## src/rtl/regfile.sv

```systemverilog
// regfile: 32x32 MIPS register file, sync write, write-through bypass, $0 hard-wired; REGFILE_FWD_EN adds EX/MEM forwarding.
module regfile #(
    parameter int DATA_W   = 32,
    parameter int ADDR_W   = 5,
    parameter int NUM_REGS = 2**ADDR_W
) (
    input  logic              clk,
    input  logic              rst,
    input  logic              we,
    input  logic [ADDR_W-1:0] waddr,
    input  logic [DATA_W-1:0] wdata,
    input  logic              re1,
    input  logic [ADDR_W-1:0] raddr1,
    output logic [DATA_W-1:0] rdata1,
    input  logic              re2,
    input  logic [ADDR_W-1:0] raddr2,
    output logic [DATA_W-1:0] rdata2
`ifdef REGFILE_FWD_EN
    ,
    input  logic              ex_wreg,
    input  logic [ADDR_W-1:0] ex_wd,
    input  logic [DATA_W-1:0] ex_wdata,
    input  logic              mem_wreg,
    input  logic [ADDR_W-1:0] mem_wd,
    input  logic [DATA_W-1:0] mem_wdata
`endif
);
    logic [DATA_W-1:0] r_regs [NUM_REGS];
    logic [DATA_W-1:0] w_wb1, w_wb2, w_src1, w_src2;
    always_ff @(posedge clk) begin
        if (rst) begin
            for (int i = 0; i < NUM_REGS; i++) r_regs[i] <= '0;
        end else if (we && waddr != '0) begin
            r_regs[waddr] <= wdata;
        end
    end
    assign w_wb1 = (we && waddr == raddr1) ? wdata : r_regs[raddr1];
    assign w_wb2 = (we && waddr == raddr2) ? wdata : r_regs[raddr2];
`ifdef REGFILE_FWD_EN
    // Youngest producer wins: EX ahead of MEM ahead of WB.
    assign w_src1 = (ex_wreg && ex_wd == raddr1)   ? ex_wdata  :
                    (mem_wreg && mem_wd == raddr1) ? mem_wdata : w_wb1;
    assign w_src2 = (ex_wreg && ex_wd == raddr2)   ? ex_wdata  :
                    (mem_wreg && mem_wd == raddr2) ? mem_wdata : w_wb2;
`else
    assign w_src1 = w_wb1;
    assign w_src2 = w_wb2;
`endif
    assign rdata1 = (rst || !re1 || raddr1 == '0) ? '0 : w_src1;
    assign rdata2 = (rst || !re2 || raddr2 == '0) ? '0 : w_src2;
endmodule

```

## config.mk

```make
export PLATFORM = sky130hd
export DESIGN_NAME = regfile
export DESIGN_NICKNAME = d
export VERILOG_FILES = /design/src/rtl/regfile.sv
export SDC_FILE = /design/constraint.sdc
export NUM_CORES = 2
export LEC_CHECK = 0
export CORE_AREA = 2 2 309 311
export CTS_CLUSTER_DIAMETER = 80
export DETAILED_ROUTE_END_ITERATION = 12
export DIE_AREA = 0 0 311 313
export PLACE_DENSITY = 0.8
export SLEW_MARGIN = 20
export SYNTH_ARGS = -nofsm -noshare
export SYNTH_HDL_FRONTEND = slang
export SYNTH_SLANG_ARGS = --single-unit
```

## constraint.sdc

```tcl
create_clock -name clk -period 11.4 [get_ports clk]
set_input_delay 2.85 -clock clk [delete_from_list [all_inputs] [get_ports clk]]
set_output_delay 2.85 -clock clk [all_outputs]
set_load 0.02 [all_outputs]
```

# Yosys cells after proc, flatten, opt, wreduce, memory -nomap -nowiden
# Memory sizes are Yosys's and may differ from the RTL's.
# Index checks and enable logic that the tools add are counted.
dict set report classes {
  eq_ne 2
  n_reduce_logical 13
  n_mux 12
}
# operator count
set op_table {}
lappend op_table {{$mux W32} 5}
lappend op_table {{$reduce_or A32 Y1} 1}
lappend op_table {{$eq A5 B5 Y1} 2}
lappend op_table {{$logic_not A5 Y1} 2}
lappend op_table {{$mux W1} 6}
lappend op_table {{$mux W5} 1}
lappend op_table {{$reduce_bool A5 Y1} 1}
lappend op_table {{$logic_or A1 B1 Y1} 4}
lappend op_table {{$logic_and A1 B1 Y1} 3}
lappend op_table {{$logic_not A1 Y1} 2}
dict set report word_totals {
  elab_cells 28
  mem_count 1
  regBits 0
  ram_bits 1024
  inputBits 52
}
# memory depth word_bits read_ports rd_clocked_by_memory_dff write_ports line
set mem_list {}
lappend mem_list {r_regs 32 32 2 0 32 28} ;# logic [DATA_W-1:0] r_regs [NUM_REGS];

# Logic depth before layout (Yosys ltp)
dict set report depth {
  word_depth 7
  depth_mapped 10
  depth_no_buf 5
}

# Worst setup path after synthesis
# Ideal clock, no wire load.
dict set report synth_timing {
  kind {input -> output}
  startpoint {input port raddr1[2]}
  endpoint {output port rdata1[30]}
  slack_ns 3.775
  path_stages 9
  arrival_time_ns 4.775
  cell_sequence {buf_2 > buf_2 > inv_1 > clkbuf_1 > clkbuf_1 > nand2_1 > nand3_1 > a21oi_1 > nor4_1}
}
dict set report synth_via {
  elab_chain_len 4
  word_cells_on_any_way 7
  cone_classes {eq/ne (1); mux (2); reduce/logical (3); memory (1)}
}
# element line
set synth_lines {}
lappend synth_lines {{from (decl)} 13} ;# input logic [ADDR_W-1:0] raddr1,
lappend synth_lines {{parallel branches: the longest is 3 deep, another holds $mem_v2 Z32 W32} n/a}
lappend synth_lines {{$mux W32 *} 49} ;# assign rdata1 = (rst || !re1 || raddr1 == '0) ? '0 : w_src1;
lappend synth_lines {{to (decl)} 14} ;# output logic [DATA_W-1:0] rdata1,
# Every way passes the cells marked *.

# Final worst setup path
dict set report layout_timing {
  startpoint {input port raddr2[3]}
  endpoint {output port rdata2[17]}
}
dict set report layout_via {
  elab_chain_len 4
  word_cells_on_any_way 7
  cone_classes {eq/ne (1); mux (2); reduce/logical (3); memory (1)}
}
# element line
set layout_lines {}
lappend layout_lines {{from (decl)} 16} ;# input logic [ADDR_W-1:0] raddr2,
lappend layout_lines {{parallel branches: the longest is 3 deep, another holds $mem_v2 Z32 W32} n/a}
lappend layout_lines {{$mux W32 *} 50} ;# assign rdata2 = (rst || !re2 || raddr2 == '0) ? '0 : w_src2;
lappend layout_lines {{to (decl)} 17} ;# output logic [DATA_W-1:0] rdata2
# Marks and branches as above.

==> impl_metrics.ini <==
[clock_tree]
cts_resized = 0
post-cts-setup-buffer-count = 0
clkSinkCount = 1024
cts_tree = done
hold_buffers = 0
cts_buffers = 106
ctsLongestPathBuffers = 3
root_buffer = clkbuf_16
htreeDepth = 3
path_clk_slew_ns = 0.06

[finish]
top_regs = r_regs: 1024 flops
fillers = 6485
area_delta_synth_final_pct = 10.4
regMostFlops = r_regs
nets = 3807
largest_reg_flops = 1024
drive_above_1_share_pct = 19.9

[synthesis]
async_flop_share_pct = 0
yosysTopAreaCell = edfxtp_1
synth_most_common_cell = edfxtp_1
synth-edff-count = 1024
ys_types = 49
ys.flop_type = edfxtp_1
synthTopCellsByArea = edfxtp_1 56%, mux4_2 16%, and2_1 11%, mux2i_1 4.6%, clkbuf_1 2.2%
synth_top_cells_by_count = 1024 x edfxtp_1, 993 x and2_1, 387 x mux4_2
yosys_warnings = 0
yosysTopAreaCellShare_pct = 56.0
syn_area_per_cell_sq_um = 14.5
synth_area_sq_um = 54900
seq_area_frac_synth_pct = 56.0
syn_inst = 3798
ys_ff_latch = 1024

[sta]
hold-worst-slack_ns = 2.82
max_slew.worst_pin.slew_ns = 1.16
fmax_mhz = 104
period_share_pct = 84.2
hold_viol = 0
finalWorstPathRequiredPeriod_ns = 9.60
rsz0062_at_grt = no
final-max-slew-violation-count = 0
max_slew_margin_pct = 22.5
setup-tns-final_ns = 0
finalSetupViolCount = 0

[worst_setup_path]
cpPeakStageDelay_ns = 0.92
crit_start = raddr2[3]
endpoint = rdata2[17]
crit_chain = clkdlybuf4s50_1 -> or3b_4 -> buf_4 -> o22ai_1 -> a2111oi_1 -> a21oi_1 -> a22o_1 -> clkdlybuf4s50_1
path_buf_inv = 3
end_kind = primary output
critical_path_required_ns = 8.55
cp.depth = 8
cp.arrival_ns = 6.75
slowest_stage = clkdlybuf4s50_1
crit_top_cell = clkdlybuf4s50_1
start_kind = primary input
crit_family = buffers and inverters
path_class = in -> out
critPathMaxFanout = 38

[placed_design]
place_congestion = 0.866
place_hpwl_microns = 97800
portBuffers = 115

[grt]
grt_use_total_pct = 36.7
grt_max_degree = 84
grt_pass1_wl_microns = 256000
grt_overflow = 0
grt_pass1_vias = 37200
antenna_found_initial = 7

[routing]
first_pass_iters = 9
drc = 0
drt-initial-drc-count = 6681
route.vias.total = 37500
drt.antenna.violating_nets = 0
wl_per_cell_microns = 35.2
drt-total-wl_microns = 180000
via_per_inst = 7.34

[power_and_ir_drop]
ir_drop_uv = 119
p_leak_nw = 21.0
pwr_density_cell_nw_per_um2 = 147

[worst_hold_path]
hp-class = in -> reg

[die]
io_pins = 116
die_w_microns = 311
start_util_pct = 58.3
die_y_microns = 313
core_area_sq_um = 94200
die-area_sq_um = 97300
row_count = 113

[run]
maxCapViolations = 0

[status]
status = finished clean
kinds of logic (layout without fill, tap and decap cells):
| family | count (synthesis) | count (layout) | synth area share, % |
|---|---|---|---|
| compound gates | 505 | 505 | 6.91 |
| xor+xnor | 10 | 10 | 0.159 |
| buf+inv | 420 | 429 | 3.29 |
| flops | 1024 | 1024 | 56.0 |
| mux | 640 | 640 | 20.5 |
| other cells | 1 | 34 | 0.00683 |
| simple gates | 1198 | 1198 | 13.2 |
report_power, final:
part	switching, mW	internal, mW
sequential	0.111	4.35
clock	1.50	1.89
combinational	0.633	0.432
layout make-up:
type / count / area (sq um) / area share (%)
Sequential cell: 1024 / 30700 / 50.7
Multi-Input combinational cell: 2385 / 22800 / 37.6
Clock buffer: 122 / 2760 / 4.54
Timing Repair Buffer: 236 / 2190 / 3.61
Tap cell: 1265 / 1580 / 2.61
Clock inverter: 69 / 567 / 0.935
Inverter: 2 / 8.76 / 0.0144
Antenna cell: 2 / 5.00 / 0.00825
worst min path at each step:
| stage | depth (start not counted) | slack (ns) | to | startpoint |
|---|---|---|---|---|
| after global routing | 2 | 2.85 | r_regs[6][13] | wdata[13] |
| after floorplan | 1 | 3.05 | r_regs[1][31] | wdata[31] |
| after detailed placement | 2 | 3.74 | r_regs[0][23] | rst |
| after CTS | 2 | 3.02 | r_regs[0][2] | rst |
| after global placement | 2 | 3.74 | r_regs[0][30] | rst |
| final | 2 | 2.82 | r_regs[26][10] | wdata[10] |
metrics by stage:
step	instance area [sq um]	setup WS, ns	util, %	std cells	power, mW
final	60600	1.80	64.4	5105	8.92
after global routing	60600	1.82	64.4	5103	9.10
after CTS	60600	1.90	64.4	5103	8.87
after detailed placement	57300	1.93	60.9	4912	5.56
after global placement	57300	1.98	60.9	4912	5.54
after floorplan	55000	3.78	-	3829	5.17
per-layer routing:
metal  up-vias  wire length, microns  track usage, %
li1      14600                     -               -
met1     18500                 58800            47.4
met5         -                    17               0
met4         2                 13600            23.0
met3       834                 27100            9.99
met2      3558                 80300            55.7
layout by cell type (no fill, tap or decap), types with 36 or more instances in the layout:
cell type / synthesis / final
a21oi_1: 94 / 94
nor2_4: 0 / 36
mux2i_1: 252 / 252
clkdlybuf4s50_1: 0 / 103
a221oi_1: 63 / 63
nand2_1: 74 / 74
clkbuf_16: 0 / 108
a22o_1: 62 / 62
buf_4: 17 / 115
a22oi_1: 62 / 62
and2_1: 993 / 992
edfxtp_1: 1024 / 1024
mux4_2: 387 / 387
Note: power is estimated with default switching activity, not from simulation.
